--- config.mk ---
export PLATFORM = sky130hd
export DESIGN_NAME = param_fifo
export DESIGN_NICKNAME = d
export VERILOG_FILES = /design/src/rtl/fifo_pkg.sv /design/src/rtl/fifo_regfile.sv /design/src/rtl/param_fifo.sv
export SDC_FILE = /design/constraint.sdc
export NUM_CORES = 1
export LEC_CHECK = 0
export ABC_AREA = 1
export CAP_MARGIN = 25
export CORE_MARGIN = 3
export CORE_UTILIZATION = 55
export DETAILED_ROUTE_END_ITERATION = 12
export DONT_BUFFER_PORTS = 1
export PLACE_DENSITY = 0.7
export REMOVE_ABC_BUFFERS = 1
export SYNTH_ARGS = -nofsm -noshare
export SYNTH_HDL_FRONTEND = slang
export SYNTH_SLANG_ARGS = --single-unit
--- constraint.sdc ---
create_clock -name i_clk -period 3.66 [get_ports i_clk]
set_input_delay 0.183 -clock i_clk [delete_from_list [all_inputs] [get_ports i_clk]]
set_output_delay 0.183 -clock i_clk [all_outputs]
set_load 0.005 [all_outputs]
--- src/rtl/fifo_pkg.sv ---
// Shared constants and sizing helper for the parametrised FIFO family.
package fifo_pkg;

  localparam int FIFO_WIDTH_DEF = 8;
  localparam int FIFO_AW_DEF    = 4;

  // Status flags decoded from the occupancy count.
  typedef struct packed {
    logic full;
    logic empty;
    logic almost_full;
    logic almost_empty;
  } fifo_flags_t;

  // Ceiling log2, for callers sizing AW from a required depth.
  function automatic int clog2(input int n);
    int r;
    int v;
    r = 0;
    v = n - 1;
    while (v > 0) begin
      r = r + 1;
      v = v >> 1;
    end
    return r;
  endfunction

endpackage

--- src/rtl/fifo_regfile.sv ---
// Dual-port register file: synchronous write, asynchronous read.
// Kept separate so a distributed-RAM or BRAM macro can replace it.
module fifo_regfile
  import fifo_pkg::*;
#(
  parameter int WIDTH = FIFO_WIDTH_DEF,
  parameter int AW    = FIFO_AW_DEF
) (
  input  logic             i_clk,
  input  logic             i_we,
  input  logic [AW-1:0]    i_wa,
  input  logic [WIDTH-1:0] i_wd,
  input  logic [AW-1:0]    i_ra,
  output logic [WIDTH-1:0] o_rd
);

  localparam int DEPTH = 1 << AW;

  logic [WIDTH-1:0] r_mem [DEPTH];

  // Write port; contents are never reset.
  always_ff @(posedge i_clk) begin
    if (i_we) r_mem[i_wa] <= i_wd;
  end

  assign o_rd = r_mem[i_ra];

endmodule

--- src/rtl/param_fifo.sv ---
// Parametrised synchronous FIFO with registered read port, programmable
// almost-full/almost-empty thresholds and sticky overflow/underflow flags.
module param_fifo
  import fifo_pkg::*;
#(
  parameter int WIDTH    = FIFO_WIDTH_DEF,
  parameter int AW       = FIFO_AW_DEF,
  parameter int AF_LEVEL = (1 << AW) - 2,
  parameter int AE_LEVEL = 2
) (
  input  logic             i_clk,
  input  logic             i_rst,
  input  logic             i_push,
  input  logic [WIDTH-1:0] i_din,
  input  logic             i_pop,
  input  logic             i_err_clr,
  output logic [WIDTH-1:0] o_dout,
  output logic             o_dout_valid,
  output logic [AW:0]      o_count,
  output logic             o_full,
  output logic             o_empty,
  output logic             o_almost_full,
  output logic             o_almost_empty,
  output logic             o_overflow,
  output logic             o_underflow
);

  localparam int          DEPTH    = 1 << AW;
  localparam logic [AW:0] LP_DEPTH = (AW+1)'(DEPTH);
  localparam logic [AW:0] LP_AF    = (AW+1)'(AF_LEVEL);
  localparam logic [AW:0] LP_AE    = (AW+1)'(AE_LEVEL);
  localparam logic [AW:0] LP_ONE   = (AW+1)'(1);

  logic [AW-1:0]    r_wp;
  logic [AW-1:0]    r_rp;
  logic [AW:0]      r_count;
  logic [WIDTH-1:0] r_dout;
  logic             r_dout_valid;
  logic             r_overflow;
  logic             r_underflow;

  fifo_flags_t      w_flags;
  logic             w_push_ok;
  logic             w_pop_ok;
  logic             w_ovf_evt;
  logic             w_unf_evt;
  logic [WIDTH-1:0] w_rd_data;

  // Flags are pure decodes of the occupancy count.
  always_comb begin
    w_flags              = '0;
    w_flags.full         = (r_count == LP_DEPTH);
    w_flags.empty        = (r_count == '0);
    w_flags.almost_full  = (r_count >= LP_AF);
    w_flags.almost_empty = (r_count <= LP_AE);
  end

  // A push into a full FIFO is still legal when a pop frees the oldest slot
  // in the same cycle; the async read sees the old entry before the write.
  assign w_push_ok = i_push && (!w_flags.full || i_pop);
  assign w_pop_ok  = i_pop && !w_flags.empty;
  assign w_ovf_evt = i_push && w_flags.full && !i_pop;
  assign w_unf_evt = i_pop && w_flags.empty;

  fifo_regfile #(
    .WIDTH (WIDTH),
    .AW    (AW)
  ) u_regfile (
    .i_clk (i_clk),
    .i_we  (w_push_ok),
    .i_wa  (r_wp),
    .i_wd  (i_din),
    .i_ra  (r_rp),
    .o_rd  (w_rd_data)
  );

  // Pointers and occupancy; pointers wrap naturally at DEPTH.
  always_ff @(posedge i_clk or posedge i_rst) begin
    if (i_rst) begin
      r_wp    <= '0;
      r_rp    <= '0;
      r_count <= '0;
    end else begin
      if (w_push_ok) r_wp <= r_wp + 1'b1;
      if (w_pop_ok)  r_rp <= r_rp + 1'b1;
      case ({w_push_ok, w_pop_ok})
        2'b10:   r_count <= r_count + LP_ONE;
        2'b01:   r_count <= r_count - LP_ONE;
        default: r_count <= r_count;
      endcase
    end
  end

  // Registered read port: data holds between pops, valid is a 1-cycle strobe.
  always_ff @(posedge i_clk or posedge i_rst) begin
    if (i_rst) begin
      r_dout       <= '0;
      r_dout_valid <= 1'b0;
    end else begin
      r_dout_valid <= w_pop_ok;
      if (w_pop_ok) r_dout <= w_rd_data;
    end
  end

  // Sticky error bits; a new error event beats a same-cycle clear.
  always_ff @(posedge i_clk or posedge i_rst) begin
    if (i_rst) begin
      r_overflow  <= 1'b0;
      r_underflow <= 1'b0;
    end else begin
      r_overflow  <= w_ovf_evt || (r_overflow  && !i_err_clr);
      r_underflow <= w_unf_evt || (r_underflow && !i_err_clr);
    end
  end

  assign o_dout         = r_dout;
  assign o_dout_valid   = r_dout_valid;
  assign o_count        = r_count;
  assign o_full         = w_flags.full;
  assign o_empty        = w_flags.empty;
  assign o_almost_full  = w_flags.almost_full;
  assign o_almost_empty = w_flags.almost_empty;
  assign o_overflow     = r_overflow;
  assign o_underflow    = r_underflow;

endmodule
* Word level (Yosys, flattened, before mapping)
Memory sizes are Yosys's and may differ from the RTL's. A register that Yosys moved wholly into a read port is not among the register bits.
Cells that the tools add are included.
** Cells by class
- Add/subtract/negate cells :: 4
- Multiplexer cells :: 3
- Reductions and logical operators :: 16
- $lt $le $gt $ge :: 2
- Eq/ne operators :: 3
** Operators by type and width (number)
- $pmux W5 S2 :: 1
- $add A4 B1 Y4 const B :: 2
- $logic_and A1 B1 Y1 :: 7
- $add A5 B1 Y5 const B :: 1
- $eq A5 B5 Y1 const B :: 1
- $ge A5 B4 Y1 const B :: 1
- $le A5 B2 Y1 const B :: 1
- $logic_not A5 Y1 :: 1
- $sub A5 B1 Y5 const B :: 1
- $logic_not A1 Y1 :: 4
- $logic_or A1 B1 Y1 :: 3
- $eq A2 B1 Y1 const B :: 1
- $eq A2 B2 Y1 const B :: 1
- $mux W1 :: 2
- $reduce_bool A2 Y1 :: 1
** Storage, ports and cells
- Register bits :: 16
- Memories :: 1
- Word-level logic and storage cells :: 35
- Memory bits (writable) :: 128
** Memory list
- u_regfile.r_mem :: words 16, width 8, read ports 1, clocked after Yosys merged registers in 1, wr ports 1, line fifo_regfile.sv:19 : logic [WIDTH-1:0] r_mem [DEPTH];

* Longest topological paths before layout
Gate-level depths: netlist of run 1.
- Word-level depth :: 6
- Gate-level depth with buffers :: 15
- Mapped depth without buffers :: 15

* Cells and area by module
A second synthesis of run 1 with hierarchy kept.
** Unflattened totals
- Cells, all modules :: 690
- Area, all modules :: 6856.6 sq um
** Modules (own cells, without submodules)
- fifo_regfile :: seq. area each 3843.7 sq um, cells an instance 543, area each 5606.6 sq um, times used 1
- param_fifo :: seq. area each 600.6 sq um, cells an instance 147, area each 1249.9 sq um, times used 1

* Worst setup path before layout of run 1
Ideal clock, no wire load.
- Path type :: reg2reg
- From :: register r_count[1] (netlist: o_count[1])
- To :: register r_count[4] (netlist: o_count[4])
- Arrival :: 2114 ps
- Stages on the path, launching flop included :: 16
- Path slack :: 1429 ps
- Data required time :: 3543 ps
- Period minus slack after synthesis :: 2231 ps
- Buffers on the path :: 1
- Cells stage by stage :: dfrtp_1 -> nor2_2 -> nand4_2 -> nand2_4 -> inv_2 -> buf_6 -> ha_1 -> xor2_1 -> ha_1 -> inv_1 -> nand2_1 -> nand3_1 -> nand2_1 -> xor2_1 -> nand2_1 -> nand2_1
** Between the ends
- Elaborated cells on any way between the ends :: 13
- Classes of those cells :: 2 x add/sub; 3 x eq/ne; 1 x mux; 7 x reduce/logical
** RTL lines
- start: declaration :: line param_fifo.sv:36 : logic [AW:0] r_count;
- start signal: assignment :: line param_fifo.sv:87 : 2'b10: r_count <= r_count + LP_ONE;
- start signal: assignment :: line param_fifo.sv:88 : 2'b01: r_count <= r_count - LP_ONE;
- start signal: assignment :: line param_fifo.sv:89 : default: r_count <= r_count;
- $logic_not A5 Y1 * :: line param_fifo.sv:53 : w_flags.empty = (r_count == '0);
- $logic_not A1 Y1 * :: line param_fifo.sv:61 : assign w_pop_ok = i_pop && !w_flags.empty;
- $logic_and A1 B1 Y1 * :: line param_fifo.sv:61
- via w_pop_ok :: line param_fifo.sv:44 : logic w_pop_ok;
- $eq A2 B1 Y1 / $eq A2 B2 Y1 (equally long branches) :: line param_fifo.sv:86 : case ({w_push_ok, w_pop_ok})
- $pmux W5 S2 / $reduce_bool A2 Y1 (equally long branches)
The timed path passes the listed nets; every way through them passes the cells marked *.
A chain may end at the register's enable or synchronous reset.

* Worst setup path after layout of run 1
- From :: register r_count[0] (netlist: o_count[0])
- To :: register r_count[4] (netlist: o_count[4])
** Between the ends
- Cells in the longest elaborated chain, start to end :: 6
- Elaborated cells on any way between the ends :: 13
- Classes of those cells :: 2 x add/sub; 3 x eq/ne; 1 x mux; 7 x reduce/logical
** Ends and longest elaborated chain
- $eq A5 B5 Y1 :: line param_fifo.sv:52 : w_flags.full = (r_count == LP_DEPTH);
- $logic_not A1 Y1 :: line param_fifo.sv:60 : assign w_push_ok = i_push && (!w_flags.full || i_pop);
- $logic_or A1 B1 Y1 :: line param_fifo.sv:60
- $logic_and A1 B1 Y1 :: line param_fifo.sv:60
- $eq A2 B1 Y1 / $eq A2 B2 Y1 (equally long branches) :: line param_fifo.sv:86
- $pmux W5 S2 / $reduce_bool A2 Y1 (equally long branches)
Several ways; a longest one is shown, not always the timed one.

==> results of run 1 <==
[sequential cells by signal (all words and copies together) (netlist names)]
signal and cells:
o_count 5, o_dout 8, o_dout_valid 1, o_overflow 1, o_underflow 1, r_rp 4, r_wp 4, u_regfile.r_mem 128
[metal layers]
metal	global-route usage (%)	part of all wire [%]	wire, um	vias to the layer above
li1	-	-	-	2202
met1	29.23	42	6281	2173
met2	37.62	50	7600	153
met3	4.805	5.4	811	27
met4	9.744	2.4	363	0
met5	0	0	0	-
[worst register-to-register path: cells and delay by family (launching register included)]
family | cells | cell delay (ns)
and+or+nand+nor | 7 | 0.68
adders and majority gates | 2 | 0.50
DFF | 1 | 0.48
xor gates and xnor gates | 2 | 0.38
buffers and inverters | 3 | 0.37
[cell type report]
type	count	share of cell area, %
clock buffers	19	5.683
clock inverters	13	1.413
inverters	121	5.995
multi-input cells	383	23.26
flip-flops and latches	152	58.36
well taps	168	2.760
repair buffers	17	2.530
[worst paths after layout]
path,to,slack [ns]
hold / removal,o_overflow,0.41
min in group i_clk,o_underflow,0.44
hold reg to reg,o_dout[6],0.53
setup / recovery,o_count[4],1.16
max in group asynchronous,r_rp[0],2.62
setup reg to reg,o_count[4],1.16
[kinds of logic (layout without fill, tap and decap cells)]
group	count (synthesis)	after routing
adders and majority gates	9	9
xor gates and xnor gates	9	9
and+or+nand+nor	353	353
buffers and inverters	147	170
AOI/OAI and AO/OA	12	12
DFF	152	152
[placed cells by master, fill, tap and decap left out, types with 2 or more instances in the layout]
cell           instances
nand2_4                3
edfxtp_1             128
clkbuf_16             17
o21ai_1                2
buf_4                  2
inv_1                116
clkbuf_1               2
ha_1                   9
dlygate4sd3_1         13
dfrtp_1               23
clkinvlp_4             7
clkinv_1               5
nor2_1                16
inv_2                  2
xor2_1                 8
nand2_1              224
o21ai_0                4
nand3_1              105
[stage by stage]
stage          cells  power (W)  hold WS (ns)  utilization, %
2_1_floorplan    656   0.003577        0.1976               -
3_3_place_gp     826   0.004110        0.2828           56.96
3_5_place_dp     828   0.004217        0.2828           57.36
4_1_cts          873   0.005840        0.4227           62.89
5_1_grt          873   0.006153        0.4458           62.89
6_report         873   0.005821        0.4141           62.89
[power by group]
part	switching (W)	internal (W)
logic	0.00129	0.000576
registers	0.000222	0.00214
clock network	0.000666	0.000924
[synth_stat cells, types with 2 or more instances]
master / n
nand2_1: 224
edfxtp_1: 128
inv_1: 116
nand3_1: 105
dfrtp_1: 24
nor2_1: 16
buf_2: 15
ha_1: 9
xor2_1: 8
buf_6: 7
o21ai_0: 4
buf_4: 3
nand2_4: 3
clkinv_1: 2
inv_2: 2
o21ai_1: 2
==> summary.txt, run 1 <==
mean post-synth cell area: 10.05 um2
setup TNS: 0 ns
grt total ovfl: 0
EDFF count, synth: 128
Mapped Cells: 682
post-route ant nets: 0
R2R cell count: 14
post-route minimum period: 2.499 ns
fin nets: 714
Critical path origin: o_count[0]
placed instance area: 6947 um2
vias in the first global route: 4,511
measured slew at the worst slew-check pin: 0.9355 ns
Layout Skew: 0.006998 ns
Leakage Power: 3.350 nW
initial detailed-routing violation count: 388
Ant. Diodes: 0
Max stage delay on crit path: 0.48 ns
Synth area leader: edfxtp_1
Register Area: 4446 um2
simple logic cell fraction of the synthesized area: 21.98%
RSZ-0062 raised after global routing: false
f_max: 0.4002 GHz
cts hold-fix bufs: 13
CP bufs+invs: 3
DRC viols: 0
CP top delay family: simple AND/OR/NAND/NOR gates
Worst Setup Start Kind: register
clock sinks: 152
router iterations before antenna repair: 5
largest net degree at the start of global routing: 67
Longest Clk Path Bufs: 2
die height: 117.6 um
# setup viols final: 0
first-pass GRT wire length: 23,830 um
IO Count: 33
multi-input logic area: 1772 um2
clock latency on the worst-skew pair: 0.43 ns
Worst path depth: 14
post-CTS sizing: 0
Mapped Area: 6853 um2
TritonCTS buffer count: 17
max-cap violations: 0
Peak VDD IR: 469.9 uV
final hold vios: 0
ys flop type: edfxtp_1
Clk pin slew, worst setup/hold paths: 0.06 ns
Die Area: 13,830 um2
WL/cell: 17.25 um
status: complete, no violations
vias per cell: 5.218
Setup Crit Path Kind: reg2reg
Worst Path Required: 4.02 ns
Detail Placement HPWL: 9482 um
Synth Area in Adders: 1.643%
num rows: 40
post-CTS setup buffer count: 0
gpl congestion: 0.8518
Root Buffer: clkbuf_16
slowest CP cell: dfrtp_1
worst relative slew slack: 37.57%
compound-cell area share of the yosys netlist: 1.077%
largest family of logic cells by synthesized area: simple AND/OR/NAND/NOR gates
cell chain of the critical path: inv_1 > nand4_2 > nand2_4 > inv_2 > ha_1 > xor2_1 > ha_1 > inv_1 > nand2_1 > nand3_1 > nand2_1 > xor2_1 > nand2_1 > nand2_1
DR vias: 4,555
maximum fanout along the worst path: 16
Initial Util: 56.58%
Pins Over Slew Limit: 0
initial antenna violation count: 0
pre-CTS setup slack: 1.232 ns
mux share of post-synthesis cell area: 0%
Core Area: 12,110 um2
layout cells sized above 1: 6.241%
hold crit path type: in2async
port bufs: 0
synthesized flop and latch total: 152
Worst path most repeated cell: nand2_1
Netlist cell types: 30
Synth area leaders: edfxtp_1 56%, nand2_1 12%, dfrtp_1 8.8%, nand3_1 7.7%, inv_1 6.4%
Reg-to-Reg Start: o_count[0]
H-tree Lvls: 4
synthesis-to-finish area growth: 11.16%
cell area after layout: 7617 um2
sequential fraction of the synthesis area: 64.85%
WL final: 15,060 um
P per Cell Area: 764.2 nW/um2
post-route setup slack: 1.161 ns
synthesis warning total: 0
XOR/XNOR share of the synthesized area: 1.150%
share of the clock period used by the worst path: 68.28%
CTS tree: done
global-route usage over all layers: 22.74%
DIE WIDTH: 117.6 um
Critical Path AT: 2.86 ns
fill count: 971
async set-reset flop share out of synthesis: 15.79%
Worst Setup End Kind: register
Yosys top cell area share: 56.09%
No activity file was read; power rests on OpenSTA's default activity.
==> run 2: changes to the inputs <==
Clock period 3.66 ns to 2.6 ns, I/O delays scaled along.
==> run 2 against run 1 <==
Net effect: sequential share of layout area down 0.61 points; die area did not move; sequential cell count unchanged; critical path type unchanged.
==> summary.txt, run 2 (synthesized netlist as in run 1, its figures left out) <==
Ant. Diodes: 0 (unchanged)
post-CTS setup buffer count: 0 (unchanged)
measured slew at the worst slew-check pin: 0.9076 ns (-0.02788 ns)
maximum fanout along the worst path: 16 (unchanged)
Core Area: 12,110 um2 (unchanged)
CTS tree: done
num rows: 40 (unchanged)
die height: 117.6 um (unchanged)
global-route usage over all layers: 22.13% (-0.61 points)
fin nets: 719 (+0.70%)
Layout Skew: 0.007354 ns (+0.0003563 ns)
initial detailed-routing violation count: 379 (-2.3%)
Longest Clk Path Bufs: 2 (unchanged)
DIE WIDTH: 117.6 um (unchanged)
f_max: 0.4165 GHz (+4.1%)
# setup viols final: 0 (unchanged)
port bufs: 0 (unchanged)
most frequent cells in the layout: 224 x nand2_1, 128 x edfxtp_1, 116 x inv_1
IO Count: 33 (unchanged)
Leakage Power: 3.411 nW (+1.8%)
DR vias: 4,602 (+1.0%)
status: complete, no violations
Max stage delay on crit path: 0.44 ns (-0.04 ns)
DRC viols: 0 (unchanged)
Worst Setup Start Kind: register
initial antenna violation count: 0 (unchanged)
vias per cell: 5.241 (+0.46%)
commonest non-fill, non-tap cell in the layout: nand2_1
Setup Crit Path Kind: reg2reg
Pins Over Slew Limit: 0 (unchanged)
post-route ant nets: 0 (unchanged)
CP bufs+invs: 3 (unchanged)
slowest CP cell: dfrtp_1
WL final: 14,600 um (-3.0%)
Clk pin slew, worst setup/hold paths: 0.06 ns (about the same)
Die Area: 13,830 um2 (unchanged)
Root Buffer: clkbuf_16
hold crit path type: in2async
largest net degree at the start of global routing: 67 (unchanged)
gpl congestion: 0.8580 (+0.73%)
Critical Path AT: 2.76 ns (-0.10 ns)
Hold Slack: 0.07022 ns (-0.3439 ns)
router iterations before antenna repair: 5 (unchanged)
max-cap violations: 0 (unchanged)
worst relative slew slack: 39.27% (+1.7 points)
Detail Placement HPWL: 9120 um (-3.8%)
register bank with the most flops: u_regfile.r_mem
P per Cell Area: 1079 nW/um2 (+41%)
Worst path most repeated cell: nand2_1
cell area after layout: 7697 um2 (+1.1%)
grt total ovfl: 0 (unchanged)
WL/cell: 16.63 um (-3.6%)
post-route minimum period: 2.401 ns (-0.09809 ns)
placed instance area: 6957 um2 (+0.14%)
RSZ-0062 raised after global routing: false
first-pass GRT wire length: 23,520 um (-1.3%)
H-tree Lvls: 4 (unchanged)
Worst Path Required: 2.96 ns (-1.06 ns)
max reg flops: 128 (unchanged)
synthesis-to-finish area growth: 12.32%
final hold vios: 0 (unchanged)
clock latency on the worst-skew pair: 0.42 ns (about the same)
clock sinks: 152 (unchanged)
share of the clock period used by the worst path: 92.34% (+24 points)
layout cells sized above 1: 7.324% (+1.1 points)
vias in the first global route: 4,489 (-0.49%)
TritonCTS buffer count: 17 (unchanged)
cell chain of the critical path: inv_1 > nand4_2 > nand2_4 > inv_2 > ha_1 > xor2_1 > ha_1 > inv_1 > nand2_1 > nand3_1 > nand2_1 > xor2_1 > nand2_1 > nand2_1
Peak VDD IR: 505.8 uV (+7.6%)
CP top delay family: simple AND/OR/NAND/NOR gates
Worst Setup End Kind: register
Initial Util: 56.58% (unchanged)
==> run 2: cell types whose count changed in the layout (fill, tap and decap cells not counted), sizes merged <==
cell      delta
clkinv       -1
buf          +5
clkbuf       +2
clkinvlp     -3
inv          +1
bufinv       +1
==> run 2: path summary, 6_finish.rpt <==
| check | start | slack, ns | cells after the start | end |
|---|---|---|---|---|
| setup / recovery | o_count[4] | 0.20 | 14 | o_count[4] |
| hold / removal | i_rst | 0.07 | 2 | o_overflow |
| setup reg to reg | o_count[4] | 0.20 | 14 | o_count[4] |
| hold reg to reg | o_dout[5] | 0.51 | 2 | o_dout[5] |
| max in group asynchronous | i_rst | 2.16 | 3 | r_rp[0] |
| min in group i_clk | i_err_clr | 0.42 | 2 | o_underflow |
==> run 2: what timing repair did <==
action | 4_1_cts | 5_1_grt
setup endpoints to repair | 0 | 0
hold endpoints to repair | 158 | 0
hold buffers | 13 | 0
gates resized for setup | 0 | 0
==> run 2: where the power goes <==
group          leakage, nW  internal (W)  switching, W
Clock                0.275       0.00146      0.000945
Combinational         1.68      0.000803       0.00185
Sequential            1.45       0.00302      0.000233
Total                 3.41       0.00528       0.00302
==> run 2: final cells by class <==
type / count / area (um2)
fill: 951 / 4414
clock inverter: 11 / 122.6
tap: 168 / 210.2
inverter: 121 / 456.7
sequential: 152 / 4446
timing repair buffer: 22 / 230.2
multi-input combinational: 383 / 1772
clock buffer: 21 / 460.4
==> run 2: stage by stage <==
step | setup TNS (ns) | total power, W | util [%] | instances | setup WS (ns)
2_1_floorplan | -0.1084 | 0.005035 | - | 656 | -0.01355
3_3_place_gp | 0 | 0.005790 | 57.44 | 832 | 0.3159
3_5_place_dp | 0 | 0.005861 | 57.44 | 832 | 0.2422
4_1_cts | 0 | 0.008319 | 63.33 | 877 | 0.2093
5_1_grt | 0 | 0.008816 | 63.55 | 878 | 0.006289
6_report | 0 | 0.008303 | 63.55 | 878 | 0.1991
==> run 2: per-layer routing <==
metal,routed length [um],up-vias,part of all wire [%],track usage [%]
met2,7258,133,50,35.54
li1,-,2211,-,-
met4,283,0,1.9,9.011
met3,715,25,4.9,4.805
met5,0,-,0,0
met1,6339,2233,43,29.57
==> run 3: changes to the inputs <==
Settings changed: REMOVE_ABC_BUFFERS 1 to default, SLEW_MARGIN from default to 10.
==> run 3 against run 2 <==
Net effect: final area rose by 1.3%; clock skew barely moved; sequential share of layout area fell by 0.74 points; sequential power barely moved; register-to-register slack improved by 0.03 ns; fmax rose by 1.4%; count of clock-buffer cells in the layout fell by 3; critical endpoint unchanged; largest cell class unchanged; highest routed layer is now met5.
==> summary.txt, run 3 (synthesized netlist as in run 1, its figures left out) <==
status: complete, no violations
Worst path depth: 15 (+1)
vias per cell: 5.174 (-1.3%)
port bufs: 0 (unchanged)
Root Buffer: clkbuf_16
worst relative slew slack: 48.98% (+9.7 points)
synthesis-to-finish area growth: 13.82%
Critical Path AT: 2.73 ns (-0.03 ns)
Layout Skew: 0.006862 ns (-0.0004921 ns)
register bank with the most flops: u_regfile.r_mem
Worst Setup End Kind: register
initial antenna violation count: 1 (+1)
worst r2r dst: o_count[4]
Worst path most repeated cell: nand2_1
first-pass GRT wire length: 23,940 um (+1.8%)
measured slew at the worst slew-check pin: 0.7628 ns (-0.1448 ns)
R2R cell count: 15 (+1)
max-cap violations: 0 (unchanged)
global-route usage over all layers: 22.70% (+0.56 points)
Worst Hold Path EP: r_wp[0]
WHS Path Cells: 4
max reg flops: 128 (unchanged)
Detail Placement HPWL: 9142 um (+0.25%)
CTS tree: done
H-tree Lvls: 4 (unchanged)
# setup viols final: 0 (unchanged)
CP top delay family: simple AND/OR/NAND/NOR gates
Gate power share: 32.4% (+0.5 points)
post-route minimum period: 2.367 ns (-0.03361 ns)
DIE WIDTH: 117.6 um (unchanged)
Worst Setup Start Kind: register
setup TNS: 0 ns (unchanged)
share of the clock period used by the worst path: 91.05% (-1.3 points)
Clock power frac: 28.9% (about the same)
f_max: 0.4224 GHz (+1.4%)
final hold vios: 0 (unchanged)
most frequent cells in the layout: 224 x nand2_1, 128 x edfxtp_1, 116 x inv_1
post-CTS setup buffer count: 0 (unchanged)
Leakage Power: 3.483 nW (+2.1%)
maximum fanout along the worst path: 7 (-9)
commonest non-fill, non-tap cell in the layout: nand2_1
Net Sw Frac: 36.36% (-0.037 points)
P per Cell Area: 1081 nW/um2 (+0.25%)
vias in the first global route: 4,691 (+4.5%)
cell chain of the critical path: nor2_2 > nand3_2 > nor2_4 > nand2_2 > nand2_4 > ha_2 > xor2_1 > ha_1 > inv_1 > nand2_1 > nand3_1 > nand2_1 > xor2_1 > nand2_1 > nand2_1
die height: 117.6 um (unchanged)
WL/cell: 16.61 um (about the same)
Longest Clk Path Bufs: 2 (unchanged)
Max stage delay on crit path: 0.47 ns (+0.03 ns)
IO Count: 33 (unchanged)
Die Area: 13,830 um2 (unchanged)
DRC viols: 0 (unchanged)
pre-CTS setup slack: 0.1370 ns (-0.1053 ns)
net switching power: 0.003067 W (+1.5%)
initial detailed-routing violation count: 437 (+15%)
post-route setup slack: 0.2327 ns (+0.03361 ns)
Setup Crit Path Kind: reg2reg
fin nets: 733 (+1.9%)
slowest CP cell: dfrtp_2
cell internal pwr: 0.005367 W (+1.6%)
post-route ant nets: 0 (unchanged)
Peak VDD IR: 585.4 uV (+16%)
fill count: 980 (+3.0%)
Flop pwr share: 38.8% (-0.3 points)
DR vias: 4,615 (+0.28%)
Worst Path Required: 2.96 ns (about the same)
grt total ovfl: 0 (unchanged)
largest net degree at the start of global routing: 45 (-33%)
Initial Util: 56.58% (unchanged)
num rows: 40 (unchanged)
Reg-to-Reg Start: o_count[1]
TritonCTS buffer count: 17 (unchanged)
layout cells sized above 1: 9.116% (+1.8 points)
WL final: 14,820 um (+1.5%)
Reg2Reg Setup Slack: 0.23 ns (+0.03 ns)
gpl congestion: 0.9157 (+6.7%)
Core Area: 12,110 um2 (unchanged)
HP Start: i_pop
router iterations before antenna repair: 7 (+2)
Ant. Diodes: 0 (unchanged)
clock sinks: 152 (unchanged)
RSZ-0062 raised after global routing: false
CP bufs+invs: 1 (-2)
Pins Over Slew Limit: 0 (unchanged)
hold crit path type: in2reg
Clk pin slew, worst setup/hold paths: 0.06 ns (about the same)
clock latency on the worst-skew pair: 0.43 ns (about the same)
Mapped Nets: 704
## run 3: cell count changes in the layout (fill, tap and decap cells not counted), moves of 2 or more
cell	before	now
buf_4	7	21
clkbuf_8	2	0
clkinv_1	2	4
clkinv_2	3	5
clkinvlp_4	4	2
## run 3: area by class of cell
cell class / count / area (um2) / area share, %
clock buffers: 18 / 429.2 / 5.502
flip-flops and latches: 152 / 4447 / 57.01
well taps: 168 / 210.2 / 2.695
inverters: 121 / 459.2 / 5.887
clock inverters: 14 / 155.1 / 1.989
multi-input cells: 383 / 1774 / 22.75
repair buffers: 36 / 325.3 / 4.171
## run 3: worst max path at each step
stage,to,from,slack [ns]
2_1_floorplan,o_count[4],o_count[1],0.37
3_3_place_gp,o_count[4],o_count[1],0.27
5_1_grt,o_count[4],o_count[1],0.005
6_report,o_count[4],o_count[1],0.23
3_5_place_dp,o_count[4],o_count[1],0.14
4_1_cts,o_count[4],o_count[1],0.12
## run 3: through the flow
stage	instance area, um2	total power (W)	hold slack [ns]	util [%]	cells
floorplan	6853	0.005270	0.1446	-	682
global placement	7042	0.005838	0.2298	58.14	845
detailed placement	7042	0.005914	0.2298	58.14	845
CTS	7766	0.008416	0.04315	64.12	891
global route	7800	0.008955	0.09119	64.40	892
finish	7800	0.008435	0.05640	64.40	892
## run 3: worst register-to-register path, stage by stage (launching register included)
cell and delay [ns]:
dfrtp_2 0.47, nor2_2 0.19, nand3_2 0.11, nor2_4 0.13, nand2_2 0.08, nand2_4 0.09
ha_2 0.25, xor2_1 0.23, ha_1 0.19, inv_1 0.04, nand2_1 0.09, nand3_1 0.10
nand2_1 0.08, xor2_1 0.15, nand2_1 0.07, nand2_1 0.05
## run 3: power by group through the flow
stage               registers [W]  clock network (W)  logic (W)
global route              0.00330            0.00257    0.00308
global placement          0.00330                  0    0.00254
floorplan                 0.00322                  0    0.00205
finish                    0.00327            0.00244    0.00273
CTS                       0.00326            0.00246    0.00269
detailed placement        0.00331                  0    0.00261
## run 3: routing by layer
metal	wire length (um)	track usage, %	vias up
li1	-	-	2239
met1	6035	27.13	2184
met2	7438	38.56	169
met3	1096	8.361	21
met4	231	6.813	2
met5	13	0	-
## run 3: timing repair
item / in CTS / in global routing
gates resized for setup: 0 / 4
hold endpoints to repair: 167 / 0
hold buffers: 14 / 0
setup endpoints to repair: 0 / 2
